### config.mk
export PLATFORM = sky130hd
export DESIGN_NAME = rs_encode_stream_out_ctrl
export DESIGN_NICKNAME = d
export VERILOG_FILES = /design/src/rtl/rs_encode_stream_pkg.sv /design/src/rtl/rs_unit_sel_ctr.sv /design/src/rtl/rs_encode_stream_out_ctrl.sv
export SDC_FILE = /design/constraint.sdc
export NUM_CORES = 1
export LEC_CHECK = 0
export ABC_AREA = 1
export CAP_MARGIN = 25
export CORE_AREA = 4 4 41 43
export DETAILED_ROUTE_END_ITERATION = 10
export DIE_AREA = 0 0 45 47
export PLACE_DENSITY = 0.74
export RECOVER_POWER = 25
export SYNTH_ARGS = -nofsm -noshare
export SYNTH_HDL_FRONTEND = slang
export SYNTH_SLANG_ARGS = --single-unit
### constraint.sdc
create_clock -name clk -period 1.5 [get_ports clk]
set_input_delay 0.3 -clock clk [delete_from_list [all_inputs] [get_ports clk]]
set_output_delay 0.3 -clock clk [all_outputs]
set_load 0.01 [all_outputs]
### src/rtl/rs_encode_stream_pkg.sv
// Shared types and block geometry for the Reed-Solomon stream encoder controllers.
package rs_encode_stream_pkg;

  // Default block geometry: data-region lines (real data plus pad) and parity lines per block.
  localparam int RS_DATA_LINES   = 4;
  localparam int RS_PARITY_LINES = 2;

  typedef enum logic [2:0] {
    READY,
    SEND_META,
    DATA_LINES,
    DRAIN_PAD,
    PARITY_LINES
  } out_state_e;

  typedef enum logic [1:0] {
    IN_READY,
    IN_RECV_META,
    IN_FILL_LINES,
    IN_WAIT_OUT
  } in_state_e;

endpackage

### src/rtl/rs_unit_sel_ctr.sv
// Round-robin RS unit selector: clears to 0, advances on incr, wraps at NUM_UNITS-1.
module rs_unit_sel_ctr #(
  parameter int NUM_UNITS = 4,
  parameter int SEL_W     = 2
) (
  input  logic             clk,
  input  logic             rst,
  input  logic             clr,
  input  logic             incr,
  output logic [SEL_W-1:0] sel
);

  localparam logic [SEL_W-1:0] LAST_SEL = SEL_W'(NUM_UNITS - 1);

  logic [SEL_W-1:0] sel_q, sel_d;

  always_comb begin
    sel_d = sel_q;
    if (clr) begin
      sel_d = '0;
    end else if (incr) begin
      sel_d = (sel_q == LAST_SEL) ? '0 : sel_q + 1'b1;
    end
  end

  always_ff @(posedge clk or negedge rst) begin
    if (!rst) begin
      sel_q <= '0;
    end else begin
      sel_q <= sel_d;
    end
  end

  assign sel = sel_q;

endmodule

### src/rtl/rs_encode_stream_out_ctrl.sv
// Output-side control FSM of the RS stream encoder; rst is asynchronous, active-low.
// Optional RS_OUT_CTRL_PERF_EN adds saturating block and destination-stall counters.
module rs_encode_stream_out_ctrl
  import rs_encode_stream_pkg::*;
#(
  parameter int NUM_RS_UNITS   = 4,
  parameter int NUM_RS_UNITS_W = (NUM_RS_UNITS > 1) ? $clog2(NUM_RS_UNITS) : 1
) (
  input  logic                      clk,
  input  logic                      rst,
  input  logic                      in_ctrl_out_ctrl_val,
  output logic                      out_ctrl_in_ctrl_rdy,
  output logic                      out_ctrl_out_datap_store_meta,
  output logic                      out_ctrl_out_datap_init_line_count,
  output logic                      out_ctrl_out_datap_incr_line_count,
  output logic                      out_ctrl_out_datap_init_block_count,
  output logic                      out_ctrl_out_datap_incr_block_count,
  input  logic                      out_datap_out_ctrl_last_data_line,
  input  logic                      out_datap_out_ctrl_last_pad_line,
  input  logic                      out_datap_out_ctrl_last_parity_line,
  input  logic                      out_datap_out_ctrl_last_block,
  output logic [NUM_RS_UNITS_W-1:0] out_ctrl_rs_unit_sel,
  input  logic                      line_encode_stream_encode_val,
  output logic                      stream_encode_line_encode_rdy,
  output logic                      stream_encoder_dst_resp_val,
  input  logic                      dst_stream_encoder_resp_rdy,
  output logic                      stream_encoder_dst_resp_data_val,
  input  logic                      dst_stream_encoder_resp_data_rdy
`ifdef RS_OUT_CTRL_PERF_EN
  ,
  output logic [31:0]               perf_blocks_sent,
  output logic [31:0]               perf_dst_stall_cycles
`endif
);

  out_state_e state_q, state_d;
  logic       sel_clr, sel_incr;
  logic       data_xfer;

  assign data_xfer = line_encode_stream_encode_val & dst_stream_encoder_resp_data_rdy;

  always_comb begin
    state_d                             = state_q;
    sel_clr                             = 1'b0;
    sel_incr                            = 1'b0;
    out_ctrl_in_ctrl_rdy                = 1'b0;
    out_ctrl_out_datap_store_meta       = 1'b0;
    out_ctrl_out_datap_init_line_count  = 1'b0;
    out_ctrl_out_datap_incr_line_count  = 1'b0;
    out_ctrl_out_datap_init_block_count = 1'b0;
    out_ctrl_out_datap_incr_block_count = 1'b0;
    stream_encode_line_encode_rdy       = 1'b0;
    stream_encoder_dst_resp_val         = 1'b0;
    stream_encoder_dst_resp_data_val    = 1'b0;
    case (state_q)
      READY: begin
        out_ctrl_in_ctrl_rdy                = 1'b1;
        out_ctrl_out_datap_store_meta       = 1'b1;
        out_ctrl_out_datap_init_line_count  = 1'b1;
        out_ctrl_out_datap_init_block_count = 1'b1;
        sel_clr                             = 1'b1;
        if (in_ctrl_out_ctrl_val) state_d = SEND_META;
      end
      SEND_META: begin
        stream_encoder_dst_resp_val = 1'b1;
        if (dst_stream_encoder_resp_rdy) state_d = DATA_LINES;
      end
      DATA_LINES: begin
        stream_encoder_dst_resp_data_val = line_encode_stream_encode_val;
        stream_encode_line_encode_rdy    = dst_stream_encoder_resp_data_rdy;
        if (data_xfer) begin
          out_ctrl_out_datap_incr_line_count = 1'b1;
          if (out_datap_out_ctrl_last_data_line) begin
            state_d = out_datap_out_ctrl_last_pad_line ? PARITY_LINES : DRAIN_PAD;
          end
        end
      end
      DRAIN_PAD: begin
        // Pads never reach the destination, so they drain regardless of its backpressure.
        stream_encode_line_encode_rdy = 1'b1;
        if (line_encode_stream_encode_val) begin
          out_ctrl_out_datap_incr_line_count = 1'b1;
          if (out_datap_out_ctrl_last_pad_line) state_d = PARITY_LINES;
        end
      end
      PARITY_LINES: begin
        stream_encoder_dst_resp_data_val = line_encode_stream_encode_val;
        stream_encode_line_encode_rdy    = dst_stream_encoder_resp_data_rdy;
        if (data_xfer) begin
          if (out_datap_out_ctrl_last_parity_line) begin
            out_ctrl_out_datap_init_line_count  = 1'b1;
            out_ctrl_out_datap_incr_block_count = 1'b1;
            if (out_datap_out_ctrl_last_block) begin
              state_d = READY;
            end else begin
              sel_incr = 1'b1;
              state_d  = DATA_LINES;
            end
          end else begin
            out_ctrl_out_datap_incr_line_count = 1'b1;
          end
        end
      end
      default: begin
        state_d                             = out_state_e'('x);
        sel_clr                             = 1'bx;
        sel_incr                            = 1'bx;
        out_ctrl_in_ctrl_rdy                = 1'bx;
        out_ctrl_out_datap_store_meta       = 1'bx;
        out_ctrl_out_datap_init_line_count  = 1'bx;
        out_ctrl_out_datap_incr_line_count  = 1'bx;
        out_ctrl_out_datap_init_block_count = 1'bx;
        out_ctrl_out_datap_incr_block_count = 1'bx;
        stream_encode_line_encode_rdy       = 1'bx;
        stream_encoder_dst_resp_val         = 1'bx;
        stream_encoder_dst_resp_data_val    = 1'bx;
      end
    endcase
  end

  always_ff @(posedge clk or negedge rst) begin
    if (!rst) begin
      state_q <= READY;
    end else begin
      state_q <= state_d;
    end
  end

  rs_unit_sel_ctr #(
    .NUM_UNITS (NUM_RS_UNITS),
    .SEL_W     (NUM_RS_UNITS_W)
  ) u_unit_sel (
    .clk  (clk),
    .rst  (rst),
    .clr  (sel_clr),
    .incr (sel_incr),
    .sel  (out_ctrl_rs_unit_sel)
  );

`ifdef RS_OUT_CTRL_PERF_EN
  function automatic logic [31:0] sat_inc(input logic [31:0] v);
    return (v == 32'hFFFF_FFFF) ? v : v + 32'd1;
  endfunction

  logic [31:0] blocks_q, blocks_d;
  logic [31:0] stalls_q, stalls_d;

  always_comb begin
    blocks_d = blocks_q;
    stalls_d = stalls_q;
    if (out_ctrl_out_datap_incr_block_count) blocks_d = sat_inc(blocks_q);
    if (stream_encoder_dst_resp_data_val && !dst_stream_encoder_resp_data_rdy) begin
      stalls_d = sat_inc(stalls_q);
    end
  end

  always_ff @(posedge clk or negedge rst) begin
    if (!rst) begin
      blocks_q <= '0;
      stalls_q <= '0;
    end else begin
      blocks_q <= blocks_d;
      stalls_q <= stalls_d;
    end
  end

  assign perf_blocks_sent      = blocks_q;
  assign perf_dst_stall_cycles = stalls_q;
`endif

endmodule

---- Word level (Yosys, flattened, before mapping) ----
Index checks and enable logic that the tools add are counted.
storage, ports and cells
  register bits ........................... 5
  input bits .............................. 10
cells by class
  bitwise logic cells ..................... 1
  mux-type cells .......................... 31
  $add $sub $neg .......................... 1
  reductions and logical operators ........ 10
  equality and inequality tests ........... 13
operator list
  operator                                       count
  2-to-1 mux 3 bit                               9
  != test 2 bit, second input constant           8
  case mux 3 bit (5 select lines)                1
  OR reduction 4 bit                             3
  case mux 1 bit (2 select lines)                5
  2-to-1 mux 1 bit                               9
  2-to-1 mux 2 bit                               4
  AND reduction 8 bit                            1
  == test 3 x 2 -> 1 bit, second input constant  2
  case mux 1 bit (3 select lines)                2
  OR reduction 3 bit                             2
  case mux 1 bit (4 select lines)                1
  OR reduction 2 bit                             2
  == test 3 x 1 -> 1 bit, second input constant  1
  == test 3 bit, second input constant           1
  logical NOT 3 bit                              1
  adder 2 x 1 -> 2 bit, second input constant    1
  == test 2 bit, second input constant           1
  nonzero test 2 bit                             1
  bitwise AND 1 bit                              1

---- Logic depth before layout (Yosys ltp) ----
Gate-level depths: netlist of run 1.
  depth in word-level cells ............... 6
  mapped depth ............................ 8
  gate-level depth less buffers ........... 8

---- By module ----
A second synthesis of run 1 with hierarchy kept.
unflattened totals
  cell total of the unflattened synthesis .. 79
  area total of the unflattened synthesis .. 475.5 um^2
modules (own cells, without submodules)
  module                     instances  cells an instance  area each (um^2)
  rs_encode_stream_out_ctrl  1          67                 374.1
  rs_unit_sel_ctr            1          12                 101.3

---- Least setup slack after synthesis of run 1 ----
Ideal clock, no wire load.
  path type ............................... register to output
  from .................................... register state_q[1]
  to ...................................... output out_ctrl_out_datap_incr_line_count
  data required time ...................... 1.200 ns
  data arrival time ....................... 1.141 ns
  slack ................................... 0.059 ns
  cell stages (with the launch flop) ...... 6
  cell sequence ........................... dfrtp_1 nor2_4 nand3_1 nand2_1 inv_1 nor3_1
on the way
  cells in the longest elaborated chain, start to end .. 3
  elaborated cells on any way between the ends .. 7
  those cells by class .................... eq/ne: 4; mux: 1; reduce/logical: 2
ends and longest elaborated chain
  item                                                                RTL line                          RTL
  start: declaration                                                  rs_encode_stream_out_ctrl.sv:36   out_state_e state_q, state_d;
  start signal: assignment                                            rs_encode_stream_out_ctrl.sv:125  state_q <= state_d;
  == test 3 x 1 -> 1 bit / logical NOT 3 bit (equally long branches)  rs_encode_stream_out_ctrl.sv:55   case (state_q)
  OR reduction 2 bit (no source line)                                 --
  case mux 1 bit (4 select lines) *                                   rs_encode_stream_out_ctrl.sv:55
  end: declaration                                                    rs_encode_stream_out_ctrl.sv:15   output logic out_ctrl_out_datap_incr_line_count,
Mark *: on every way between the ends. The rest lies on a longest branch, timed or not.

---- Final worst setup path of run 1 ----
  from .................................... register state_q[1]
  to ...................................... output out_ctrl_out_datap_init_line_count
on the way
  cells in the longest elaborated chain, start to end .. 3
  elaborated cells on any way between the ends .. 7
  those cells by class .................... eq/ne: 4; mux: 1; reduce/logical: 2
ends and longest elaborated chain
  item                                                                     RTL line                         RTL
  == test 3 x 2 -> 1 bit / == test 3 x 1 -> 1 bit (equally long branches)  rs_encode_stream_out_ctrl.sv:55
  OR reduction 3 bit (no source line)                                      --
  case mux 1 bit (3 select lines) *                                        rs_encode_stream_out_ctrl.sv:55
  end: declaration                                                         rs_encode_stream_out_ctrl.sv:14  output logic out_ctrl_out_datap_init_line_count,
Marked as above.

==> results.py, run 1 <==
metrics = {
    "run_status": {
        "status": "finished, violations left",
        "violations": "setup timing",
    },
    "routing": {
        "vias_per_cell": 4.69,
        "firstDrtPassIters": 4,
        "totalWireLength_mm": 1.74,
        "antenna_left": 0,
        "routedWlPerCell_um": 11.3,
        "drt_iter0_drc": 17,
        "vias": 723,
        "drcViolationCount": 0,
    },
    "placed_design": {
        "numPortBuffers": 20,
        "dp_hpwl_mm": 1.20,
        "gp_congestion": 0.843,
    },
    "timing": {
        "fin_ws_ps": -220,
        "final_hold_viol_count": 0,
        "timing.fmax_ghz": 0.581,
        "final-setup-viol-count": 8,
        "relSlewSlack_pct": 85.2,
        "worst_slew_pin_slew_ps": 221,
        "final_max_slew_viol_count": 0,
        "final.setup.tns_ps": -1180,
        "min_period_ps": 1720,
        "fin_worst_skew_ps": 2.49,
        "rsz0062_at_grt": "true",
        "post-route-period-util_pct": 115,
    },
    "logic_synthesis": {
        "async_reset_ff_share_pct": 100,
        "synth_cells": 89,
        "synth_nets": 100,
        "syn_avg_cell_area_um2": 5.88,
        "synth_cell_types": 15,
        "yosysMostFrequentCell": "nand2_1",
        "netlist.area_leader.share_pct": 23.9,
        "yosys-top-cells-count": "nand2_1 (29), inv_1 (17), nand3_1 (13), nor2_1 (10), dfrtp_1 (5)",
        "synthFlopType": "dfrtp_1",
        "yosysWarnings": 0,
        "yosysSeqAreaShare_pct": 23.9,
        "synth-edff-count": 0,
        "synth.largest_area_cell": "dfrtp_1",
        "synth_area_leaders": "dfrtp_1 (24%), nand2_1 (21%), nand3_1 (12%)",
        "synth_area_um2": 523,
        "synth_seq_cells": 5,
    },
    "final_layout": {
        "nets": 151,
        "drive_gt1_share_pct": 44.6,
        "multiInputGateArea_um2": 354,
        "areaGrowthSynthToFinish_pct": 92.6,
        "diodes": 0,
        "final_util_pct": 77.4,
        "nFillCells": 98,
        "seq_area_um2": 126,
    },
    "critical_path": {
        "worstPathRequired_ps": 1200,
        "cp-end-kind": "output port",
        "critPathMaxFanout": 4,
        "worstPathCellList": "nor2_4 -> nand2_4 -> nor3_4 -> inv_1 -> nand2_1 -> buf_2",
        "start_kind": "flip-flop",
        "path_class": "flip-flop to output port",
        "worst_path_max_delay_cell": "dfrtp_1",
        "slowest_delay_ps": 420,
        "cp.arrival_ps": 1420,
    },
    "grt": {
        "grt_pass1_wl_mm": 2.63,
        "grt_util_all_layers_pct": 17.0,
        "grt_pass1_vias": 645,
        "grt_max_degree": 8,
        "gr-total-overflow": 0,
        "antenna_found_initial": 0,
    },
    "power": {
        "powerDensity_mw_per_mm2": 1820,
        "vdd_ir_drop_max_v": 0.000938,
        "p_leak_nw": 0.622,
    },
    "hold_path": {
        "hold_class": "primary input to asynchronous set/reset pin",
    },
    "clock_network": {
        "cts_hold_buf": 0,
        "cts_tree": "built",
        "cts.clk_slew.worst_paths_ps": 40,
        "cts_made_buffers": 3,
        "clock_path_buffers": 2,
        "worst_skew_pair.late_latency_ps": 230,
        "clkSinkCount": 5,
        "h-tree-depth": 1,
        "clockRootBuffer": "clkbuf_4",
    },
    "floorplan": {
        "dieArea_mm2": 0.00212,
        "chipHeight_um": 47,
        "die_w_um": 45,
        "io_pins": 21,
        "rows": 13,
        "fp.coreArea_mm2": 0.00130,
        "initial_core_util_pct": 40.2,
    },
    "flow_run": {
        "cap_violations": 0,
    },
}
metal layers:
metal	vias up	global-route usage (%)	share of wire [%]
li1	370	-	-
met1	331	20.0	42
met3	2	1.92	4.2
met5	-	0	0
met2	20	32.5	53
met4	0	4.68	1.2
kinds of logic (layout without fill, tap and decap cells):
| family | count (synthesis) | after routing | synth area share [%] |
|---|---|---|---|
| adder cells (fa/ha/maj) | 1 | 1 | 2.39 |
| AO/OA/AOI/OAI | 3 | 3 | 2.87 |
| AND/OR/NAND/NOR | 59 | 59 | 53.6 |
| flip-flops | 5 | 5 | 23.9 |
| buffers and inverters | 21 | 71 | 17.2 |
cell usage in the layout (no fill, tap or decap):
cell              n
a21oi_1           2
a21oi_2           1
buf_2             5
buf_4            26
buf_6             7
clkbuf_1          1
clkbuf_4          3
clkdlybuf4s50_1   8
clkinv_1          1
dfrtp_1           4
dfrtp_2           1
dlygate4sd3_1     1
dlymetal6s2s_1    2
ha_1              1
inv_1            12
inv_2             5
nand2_1          26
nand2_2           3
nand2_4           2
nand3_1          12
nand3_2           1
nand3b_1          1
nor2_1            6
nor2_2            2
nor2_4            4
nor3_2            1
nor3_4            1
cell type report:
class / instances / area share, %
Inverter: 18 / 6.71
Multi-Input combinational cell: 63 / 35.2
Timing Repair Buffer: 49 / 41.1
Tap cell: 15 / 1.86
Sequential cell: 5 / 12.5
Clock buffer: 4 / 2.61
repair_timing:
| item | CTS | global route |
|---|---|---|
| pin swaps | 8 | 1 |
| endpoints found under the setup margin | 9 | 11 |
| gates resized for setup | 50 | 14 |
| buffers inserted | 7 | 3 |
worst paths after layout:
kind / start / to / slack (ps) / depth (start not counted)
setup reg to reg: state_q[1] / u_unit_sel.sel[0] / 100 / 9
hold reg to reg: u_unit_sel.sel[1] / u_unit_sel.sel[1] / 550 / 2
hold / removal: rst / state_q[1] / 350 / 1
setup / recovery: state_q[1] / out_ctrl_out_datap_init_line_count / -220 / 6
min in group clk: u_unit_sel.sel[1] / u_unit_sel.sel[1] / 550 / 2
max in group asynchronous: rst / state_q[2] / 950 / 1
state kept, by name, summed over array words and instances (netlist names):
register,count
state_q,3
u_unit_sel.sel,2
critical path: cells and delay by family (launching register included):
family        cells  cell delay (ps)
flops             1              420
buf+inv           2              210
simple gates      4              550
power by group:
group | switching [W] | total [W] | internal, W
combinational | 0.000705 | 0.00146 | 0.000755
clock | 0.0000487 | 0.000149 | 0.000100
sequential | 0.0000490 | 0.000222 | 0.000173
metrics by stage:
| step | instances | hold WS, ps | area [µm²] | power (W) | setup slack, ps |
|---|---|---|---|---|---|
| 6_report | 154 | 352 | 1010 | 0.00183 | -220 |
| 5_1_grt | 154 | 361 | 1010 | 0.00197 | -291 |
| 4_1_cts | 151 | 286 | 932 | 0.00162 | -196 |
| 3_5_place_dp | 140 | 534 | 862 | 0.00136 | -550 |
| 3_3_place_gp | 140 | 523 | 862 | 0.00134 | -553 |
| 2_1_floorplan | 89 | 4.41 | 523 | 0.000807 | 58.8 |
Power figures use the tool's default switching activity.
==> inputs of run 2 (changes only) <==
--- a/config.mk
+++ b/config.mk
@@ -8,6 +8,7 @@
 export ABC_AREA = 1
 export CAP_MARGIN = 25
 export CORE_AREA = 4 4 41 43
+export CTS_CLUSTER_DIAMETER = 40
 export DETAILED_ROUTE_END_ITERATION = 10
 export DIE_AREA = 0 0 45 47
 export PLACE_DENSITY = 0.74
==> constraint.sdc (replaced) <==
create_clock -name clk -period 1.5 [get_ports clk]
set_input_delay 0.15 -clock clk [delete_from_list [all_inputs] [get_ports clk]]
set_output_delay 0.15 -clock clk [all_outputs]
set_load 0.01 [all_outputs]
==> run 2 against run 1 <==
Effect of this change:
- the run still ends with setup timing left
- clock skew about the same
- clock-buffer cell count unchanged
- worst setup slack better by 110 ps
- combinational power grew 12%
- clock power is essentially flat
- hold slack worse by 150 ps
- die area unchanged
- global-route usage shrank 0.24 points
- sequential share of layout area shrank 0.62 points
- largest power group unchanged
==> results.py, run 2 (synthesized netlist as in run 1, its figures left out) <==
metrics = {
    "placed_design": {
        "numPortBuffers": 20,
        "dp_hpwl_mm": 1.20,
        "gp_congestion": 0.843,
    },
    "timing": {
        "relSlewSlack_pct": 85.0,
        "timing.fmax_ghz": 0.619,
        "min_period_ps": 1610,
        "worst_slew_pin_slew_ps": 224,
        "final_hold_viol_count": 0,
        "final_max_slew_viol_count": 0,
        "timing.hold.ws_ps": 203,
        "post-route-period-util_pct": 108,
        "fin_worst_skew_ps": 2.01,
        "rsz0062_at_grt": "true",
        "final-setup-viol-count": 8,
        "fin_ws_ps": -115,
    },
    "grt": {
        "grt_pass1_vias": 666,
        "gr-total-overflow": 0,
        "grt_max_degree": 6,
        "grt_util_all_layers_pct": 16.8,
        "grt_pass1_wl_mm": 2.64,
        "antenna_found_initial": 0,
    },
    "routing": {
        "routedWlPerCell_um": 14.8,
        "vias": 766,
        "totalWireLength_mm": 2.27,
        "drt_iter0_drc": 23,
        "firstDrtPassIters": 4,
        "vias_per_cell": 5.01,
        "antenna_left": 0,
        "drcViolationCount": 0,
    },
    "floorplan": {
        "rows": 13,
        "initial_core_util_pct": 40.2,
        "dieArea_mm2": 0.00212,
        "chipHeight_um": 47,
        "io_pins": 21,
        "fp.coreArea_mm2": 0.00130,
        "die_w_um": 45,
    },
    "critical_path": {
        "start_kind": "flip-flop",
        "cp-end-kind": "output port",
        "slowest_delay_ps": 460,
        "worstPathCellList": "nor2_4 -> nand2_2 -> buf_4 -> a21oi_1 -> buf_2",
        "cpLargestDelayFamily": "flip-flops",
        "critPathMaxFanout": 5,
        "worstPathRequired_ps": 1350,
        "cp.arrival_ps": 1460,
        "worst_path_max_delay_cell": "dfrtp_2",
        "path_class": "flip-flop to output port",
        "cp_num_buf_inv": 2,
    },
    "clock_network": {
        "clockRootBuffer": "clkbuf_4",
        "h-tree-depth": 1,
        "clkSinkCount": 5,
        "cts_hold_buf": 0,
        "worst_skew_pair.late_latency_ps": 230,
        "cts_made_buffers": 3,
        "cts.clk_slew.worst_paths_ps": 40,
        "clock_path_buffers": 2,
        "cts_tree": "built",
    },
    "final_layout": {
        "final_cell_mix": "nand2_1 (24), buf_4 (23), inv_1 (13), nand3_1 (11), clkdlybuf4s50_1 (10)",
        "nets": 150,
        "drive_gt1_share_pct": 46.4,
        "regMostFlops": "state_q",
        "diodes": 0,
        "layout_commonest_cell": "nand2_1",
        "areaGrowthSynthToFinish_pct": 103,
        "largest_reg_flops": 3,
    },
    "power": {
        "vdd_ir_drop_max_v": 0.000902,
        "sw_frac_of_total_pct": 45.2,
        "p_total_w": 0.00202,
        "comb_power_share_pct": 81.2,
        "pwr-share-seq_pct": 11.3,
        "intPower_w": 0.00110,
        "p_sw_w": 0.000912,
        "pwr-share-clk_pct": 7.4,
        "powerDensity_mw_per_mm2": 1900,
        "p_leak_nw": 0.583,
    },
    "run_status": {
        "violations": "setup timing",
        "status": "finished, violations left",
    },
    "flow_run": {
        "cap_violations": 0,
    },
    "hold_path": {
        "hold_class": "primary input to asynchronous set/reset pin",
    },
}
-- run 2: what timing repair did --
action	4_1_cts	5_1_grt
endpoints found under the setup margin	9	13
setup buffers	6	3
pin swaps	4	12
gates resized for setup	49	23
-- run 2: layout make-up --
type	count	area (µm²)
inverter	18	73.8
timing repair buffer	48	422
clock buffer	4	26.3
multi-input combinational	63	393
tap	15	18.8
fill	81	241
sequential	5	126
-- run 2: metrics by stage --
stage                     utilization (%)  setup WS, ps  cells  cell area, µm²  setup TNS, ps
after floorplan                         -           209     89             523              0
after global placement               66.3          -253    140             862          -1420
after detailed placement             66.3          -250    140             862          -1580
after CTS                            72.0         -59.0    150             937           -121
after global routing                 81.4          -200    153            1060          -1170
final                                81.4          -115    153            1060           -616
-- run 2: final timing paths --
check	from	endpoint	slack [ps]	depth (start not counted)
worst max-delay path	state_q[2]	stream_encoder_dst_resp_data_val	-110	5
worst min-delay path	rst	state_q[1]	200	1
worst max register to register	state_q[1]	u_unit_sel.sel[1]	-20	10
worst min register to register	u_unit_sel.sel[0]	u_unit_sel.sel[0]	590	2
max in group asynchronous	rst	state_q[2]	1090	1
min in group clk	u_unit_sel.sel[0]	u_unit_sel.sel[0]	590	2
-- run 2: power by group through the flow --
| stage | logic, W | clock network [W] | registers (W) |
|---|---|---|---|
| 2_1_floorplan | 0.000596 | 0 | 0.000211 |
| 3_3_place_gp | 0.00111 | 0 | 0.000225 |
| 3_5_place_dp | 0.00113 | 0 | 0.000226 |
| 4_1_cts | 0.00130 | 0.000153 | 0.000220 |
| 5_1_grt | 0.00175 | 0.000163 | 0.000227 |
| 6_report | 0.00164 | 0.000150 | 0.000229 |
-- run 2: routing by layer --
metal  part of all wire, %  GRT usage (%)  up-vias  routed length, µm
li1                      -              -      370                  -
met1                    42           19.8      365                944
met2                    54           33.1       25               1220
met3                   2.2           1.92        6                 51
met4                   2.3           2.34        0                 53
met5                     0              0        -                  0
==> inputs of run 3 (changes only) <==
--- a/config.mk
+++ b/config.mk
@@ -7,11 +7,11 @@
 export LEC_CHECK = 0
 export ABC_AREA = 1
 export CAP_MARGIN = 25
-export CORE_AREA = 4 4 41 43
+export CORE_MARGIN = 4
+export CORE_UTILIZATION = 37
 export CTS_CLUSTER_DIAMETER = 40
 export DETAILED_ROUTE_END_ITERATION = 10
-export DIE_AREA = 0 0 45 47
-export PLACE_DENSITY = 0.74
+export PLACE_DENSITY = 0.73
 export RECOVER_POWER = 25
 export SYNTH_ARGS = -nofsm -noshare
 export SYNTH_HDL_FRONTEND = slang
==> constraint.sdc (replaced) <==
create_clock -name clk -period 1.41 [get_ports clk]
set_input_delay 0.141 -clock clk [delete_from_list [all_inputs] [get_ports clk]]
set_output_delay 0.141 -clock clk [all_outputs]
set_load 0.01 [all_outputs]
==> run 3 against run 2 <==
Effect of this change:
- the flow still finishes with violations (setup timing)
- largest cell class unchanged
- combinational power decreased by 9.8%
- clock skew grew 5.3 ps
- critical endpoint is now out_ctrl_out_datap_incr_line_count
- power is 6.1% lower
- critical path type unchanged
==> results.py, run 3 (synthesized netlist as in run 1, its figures left out) <==
metrics = {
    "power": {
        "pwr-share-clk_pct": 9.4,
        "p_leak_nw": 0.584,
        "sw_frac_of_total_pct": 45.6,
        "comb_power_share_pct": 78.1,
        "intPower_w": 0.00103,
        "pwr-share-seq_pct": 12.5,
        "p_sw_w": 0.000863,
        "powerDensity_mw_per_mm2": 1940,
        "vdd_ir_drop_max_v": 0.000936,
    },
    "hold_path": {
        "hold_class": "primary input to asynchronous set/reset pin",
    },
    "clock_network": {
        "clock_path_buffers": 2,
        "h-tree-depth": 1,
        "cts_made_buffers": 3,
        "worst_skew_pair.late_latency_ps": 250,
        "cts_hold_buf": 0,
        "clkSinkCount": 5,
        "clockRootBuffer": "clkbuf_4",
        "cts_tree": "built",
        "cts.clk_slew.worst_paths_ps": 50,
    },
    "critical_path": {
        "reg2reg_slack_ps": -80,
        "cp-end-kind": "output port",
        "critPathMaxFanout": 4,
        "path_class": "flip-flop to output port",
        "cp-endpoint": "out_ctrl_out_datap_incr_line_count",
        "worstPathRequired_ps": 1270,
        "start_kind": "flip-flop",
        "worstRegToRegCells": 10,
        "r2r_start": "state_q[1]",
        "cp-startpoint": "state_q[1]",
        "worstReg2RegEnd": "u_unit_sel.sel[1]",
        "worstPathCellList": "nor2_4 -> buf_4 -> nand2_4 -> nand2_1 -> a21oi_2 -> nor3_2 -> buf_2",
        "worst_path_max_delay_cell": "dfrtp_1",
        "slowest_delay_ps": 420,
        "cp.arrival_ps": 1440,
    },
    "timing": {
        "min_period_ps": 1580,
        "final_max_slew_viol_count": 0,
        "post-route-period-util_pct": 112,
        "final-setup-viol-count": 13,
        "fin_ws_ps": -171,
        "worst_slew_pin_slew_ps": 221,
        "final_hold_viol_count": 0,
        "relSlewSlack_pct": 85.2,
        "final.setup.tns_ps": -1120,
        "timing.fmax_ghz": 0.633,
        "fin_worst_skew_ps": 7.35,
        "rsz0062_at_grt": "true",
    },
    "grt": {
        "antenna_found_initial": 0,
        "gr-total-overflow": 0,
        "grt_pass1_wl_mm": 3.04,
        "grt_pass1_vias": 756,
        "grt_util_all_layers_pct": 19.8,
        "grt_max_degree": 6,
    },
    "final_layout": {
        "nets": 152,
        "nFillCells": 93,
        "layout_commonest_cell": "buf_4",
        "largest_reg_flops": 3,
        "diodes": 0,
        "layout.cells.non_filler": 155,
        "areaGrowthSynthToFinish_pct": 86.8,
        "final_cell_mix": "buf_4 (29), nand2_1 (26), inv_1 (16), nand3_1 (11), clkdlybuf4s50_1 (10)",
        "regMostFlops": "state_q",
        "drive_gt1_share_pct": 44.3,
    },
    "floorplan": {
        "die_w_um": 45.6,
        "dieArea_mm2": 0.00208,
        "fp.coreArea_mm2": 0.00132,
        "io_pins": 21,
        "initial_core_util_pct": 39.7,
        "rows": 13,
        "chipHeight_um": 45.6,
    },
    "routing": {
        "drcViolationCount": 0,
        "routedWlPerCell_um": 12.5,
        "drt_iter0_drc": 16,
        "wl_met1_um": 793,
        "firstDrtPassIters": 4,
        "dr.max_layer_used": "met4",
        "antenna_left": 0,
        "wl_met3_um": 127,
        "vias": 771,
        "vias_per_cell": 4.97,
        "wl_met2_um": 969,
        "totalWireLength_mm": 1.94,
    },
    "placed_design": {
        "gp_congestion": 0.841,
        "dp_hpwl_mm": 1.22,
        "dp.cells": 139,
        "numPortBuffers": 20,
    },
    "run_status": {
        "status": "finished, violations left",
        "violations": "setup timing",
    },
    "flow_run": {
        "cap_violations": 0,
    },
}
[run 3: cell count changes in the layout (fill, tap and decap cells not counted), sizes merged]
cell | before | now
inv | 16 | 17
clkinvlp | 1 | 0
buf | 37 | 39
[run 3: cell type report]
class	count	area (µm²)	share of cell area (%)
repair buffers	50	384	39.3
well taps	15	18.8	1.92
flip-flops and latches	5	126	12.9
inverters	18	67.6	6.91
clock buffers	4	26.3	2.69
multi-input cells	63	354	36.2
[run 3: routing by layer]
metal / global-route usage (%) / vias to the layer above
li1: - / 368
met1: 22.5 / 362
met2: 35.9 / 35
met3: 1.98 / 6
met4: 9.36 / 0
met5: 0 / -
[run 3: how the worst min path moves through the flow]
stage	from	to	slack [ps]	cells after the start
final	rst	u_unit_sel.sel[0]	170	1
after global placement	rst	u_unit_sel.sel[0]	360	1
after CTS	rst	u_unit_sel.sel[0]	100	1
after global routing	rst	u_unit_sel.sel[0]	190	1
after floorplan	rst	state_q[0]	-150	0
after detailed placement	rst	u_unit_sel.sel[0]	370	1
[run 3: critical path: cells and delay by family (launching register included)]
| family | cells | cell delay [ps] |
|---|---|---|
| DFF | 1 | 420 |
| AOI/OAI and AO/OA | 1 | 70 |
| buffers and inverters | 2 | 300 |
| and+or+nand+nor | 4 | 400 |
[run 3: metrics by stage]
stage / utilization [%] / power, W / worst slack [ps] / area (µm²) / hold slack (ps)
finish: 74.2 / 0.00189 / -171 / 977 / 170
global route: 74.2 / 0.00205 / -265 / 977 / 188
CTS: 70.1 / 0.00172 / -144 / 923 / 102
detailed placement: 64.9 / 0.00143 / -331 / 855 / 370
global placement: 64.9 / 0.00140 / -322 / 855 / 364
floorplan: - / 0.000859 / 128 / 523 / -155
[run 3: what timing repair did]
item / CTS / global route
setup buffers: 10 / 2
pin swaps: 6 / 7
resized for setup: 41 / 12
setup endpoints to repair: 10 / 14
cloned: 0 / 0
[run 3: power groups by stage]
stage                     clock, W  combinational (W)  sequential, W
after floorplan                  0           0.000634       0.000225
after global placement           0            0.00117       0.000236
after detailed placement         0            0.00119       0.000239
after CTS                 0.000177            0.00132       0.000229
after global routing      0.000184            0.00163       0.000238
final                     0.000177            0.00148       0.000237
==> edit, RTL diff (settings of run 1) <==
Set the parameter `NUM_RS_UNITS` to 2 (it was 4).
--- a/src/rtl/rs_encode_stream_out_ctrl.sv
+++ b/src/rtl/rs_encode_stream_out_ctrl.sv
@@ -3,7 +3,7 @@
 module rs_encode_stream_out_ctrl
   import rs_encode_stream_pkg::*;
 #(
-  parameter int NUM_RS_UNITS   = 4,
+  parameter int NUM_RS_UNITS   = 2,
   parameter int NUM_RS_UNITS_W = (NUM_RS_UNITS > 1) ? $clog2(NUM_RS_UNITS) : 1
 ) (
   input  logic                      clk,
Ports: changed (resized out_ctrl_rs_unit_sel); port bits go from 21 to 20. The function was not compared with the original's and may differ.
==> edit against run 1 <==
The run still ends with negative setup slack left. Total power decreased by 12%. Non-clock buffer count decreased by 13. Count of clock-buffer cells in the layout decreased by 1. Sequential cell count decreased by 1. Design area decreased by 19%. Wire length decreased by 18%. Worst setup slack improved by 0.067 ns. Synthesized area decreased by 21%.
==> edit: results <==
INSERT INTO impl_metrics (metric_group, metric, value, unit) VALUES
('status', 'result_of_the_run', 'finished with violations', ''),
('status', 'violated_checks', 'negative setup slack', ''),
('worst_setup_path', 'arr_time_crit_path', '1.35', 'ns'),
('clock_tree', 'clock_latency', '0.25', 'ns'),
('global_route', 'grt_pass1_wl', '2350', 'um'),
('clock_tree', 'postCtsResizedCells', '58', ''),
('global_route', 'grt_start_max_net_pins', '9', ''),
('sta', 'finalClockSkew', '0.0136', 'ns'),
('placement', 'placedInstanceArea', '683', 'um^2'),
('placement', 'detailedPlacementHpwl', '1020', 'um'),
('pwr', 'power.internal', '0.000859', 'W'),
('cells_and_area', 'filler_cell_count', '126', ''),
('cells_and_area', 'multi_input_area_share', '38.5', '%'),
('route', 'route.detailed.wl_per_inst', '11.6', 'um'),
('sta', 'timing.final.setup_violations', '8', ''),
('route', 'postRouteWirelength', '1440', 'um'),
('cells_and_area', 'finalInstanceArea', '816', 'um^2'),
('worst_setup_path', 'critPathTopFamily', 'flip-flops', ''),
('pwr', 'power.static_leakage', '0.433', 'nW'),
('pwr', 'comb_power_share', '78.4', '%'),
('sta', 'postLayoutSetupSlackWorst', '-0.153', 'ns'),
('cells_and_area', 'drive_gt1_share', '49.5', '%'),
('yosys', 'ys_ff_latch', '4', ''),
('pwr', 'ir_worst_vdd', '0.000775', 'V'),
('placement', 'placement.setup.worst_slack', '-0.561', 'ns'),
('cells_and_area', 'multi_input_gates', '54', ''),
('cells_and_area', 'layout.non_clock_buffers', '36', '');
-- edit: worst paths after layout --
| check | startpoint | end | slack [ns] | depth (start not counted) |
|---|---|---|---|---|
| max | state_q[2] | stream_encoder_dst_resp_data_val | -0.15 | 5 |
| min | rst | u_unit_sel.sel | 0.31 | 1 |
| max reg2reg | state_q[0] | u_unit_sel.sel | 0.11 | 9 |
| min reg2reg | u_unit_sel.sel | u_unit_sel.sel | 0.55 | 2 |
| max in group asynchronous | rst | state_q[2] | 0.99 | 1 |
| min in group clk | u_unit_sel.sel | u_unit_sel.sel | 0.55 | 2 |
-- edit: routing by layer --
layer | part of all wire, % | wire (um)
met1 | 38 | 539
met2 | 51 | 740
met3 | 8.6 | 123
met4 | 2.3 | 33
met5 | 0 | 0
-- edit: kinds of logic after synthesis --
| group | Yosys count | share of synthesized area [%] |
|---|---|---|
| flops | 4 | 24.2 |
| simple gates | 51 | 55.3 |
| compound gates | 3 | 4.23 |
| buf+inv | 15 | 16.3 |
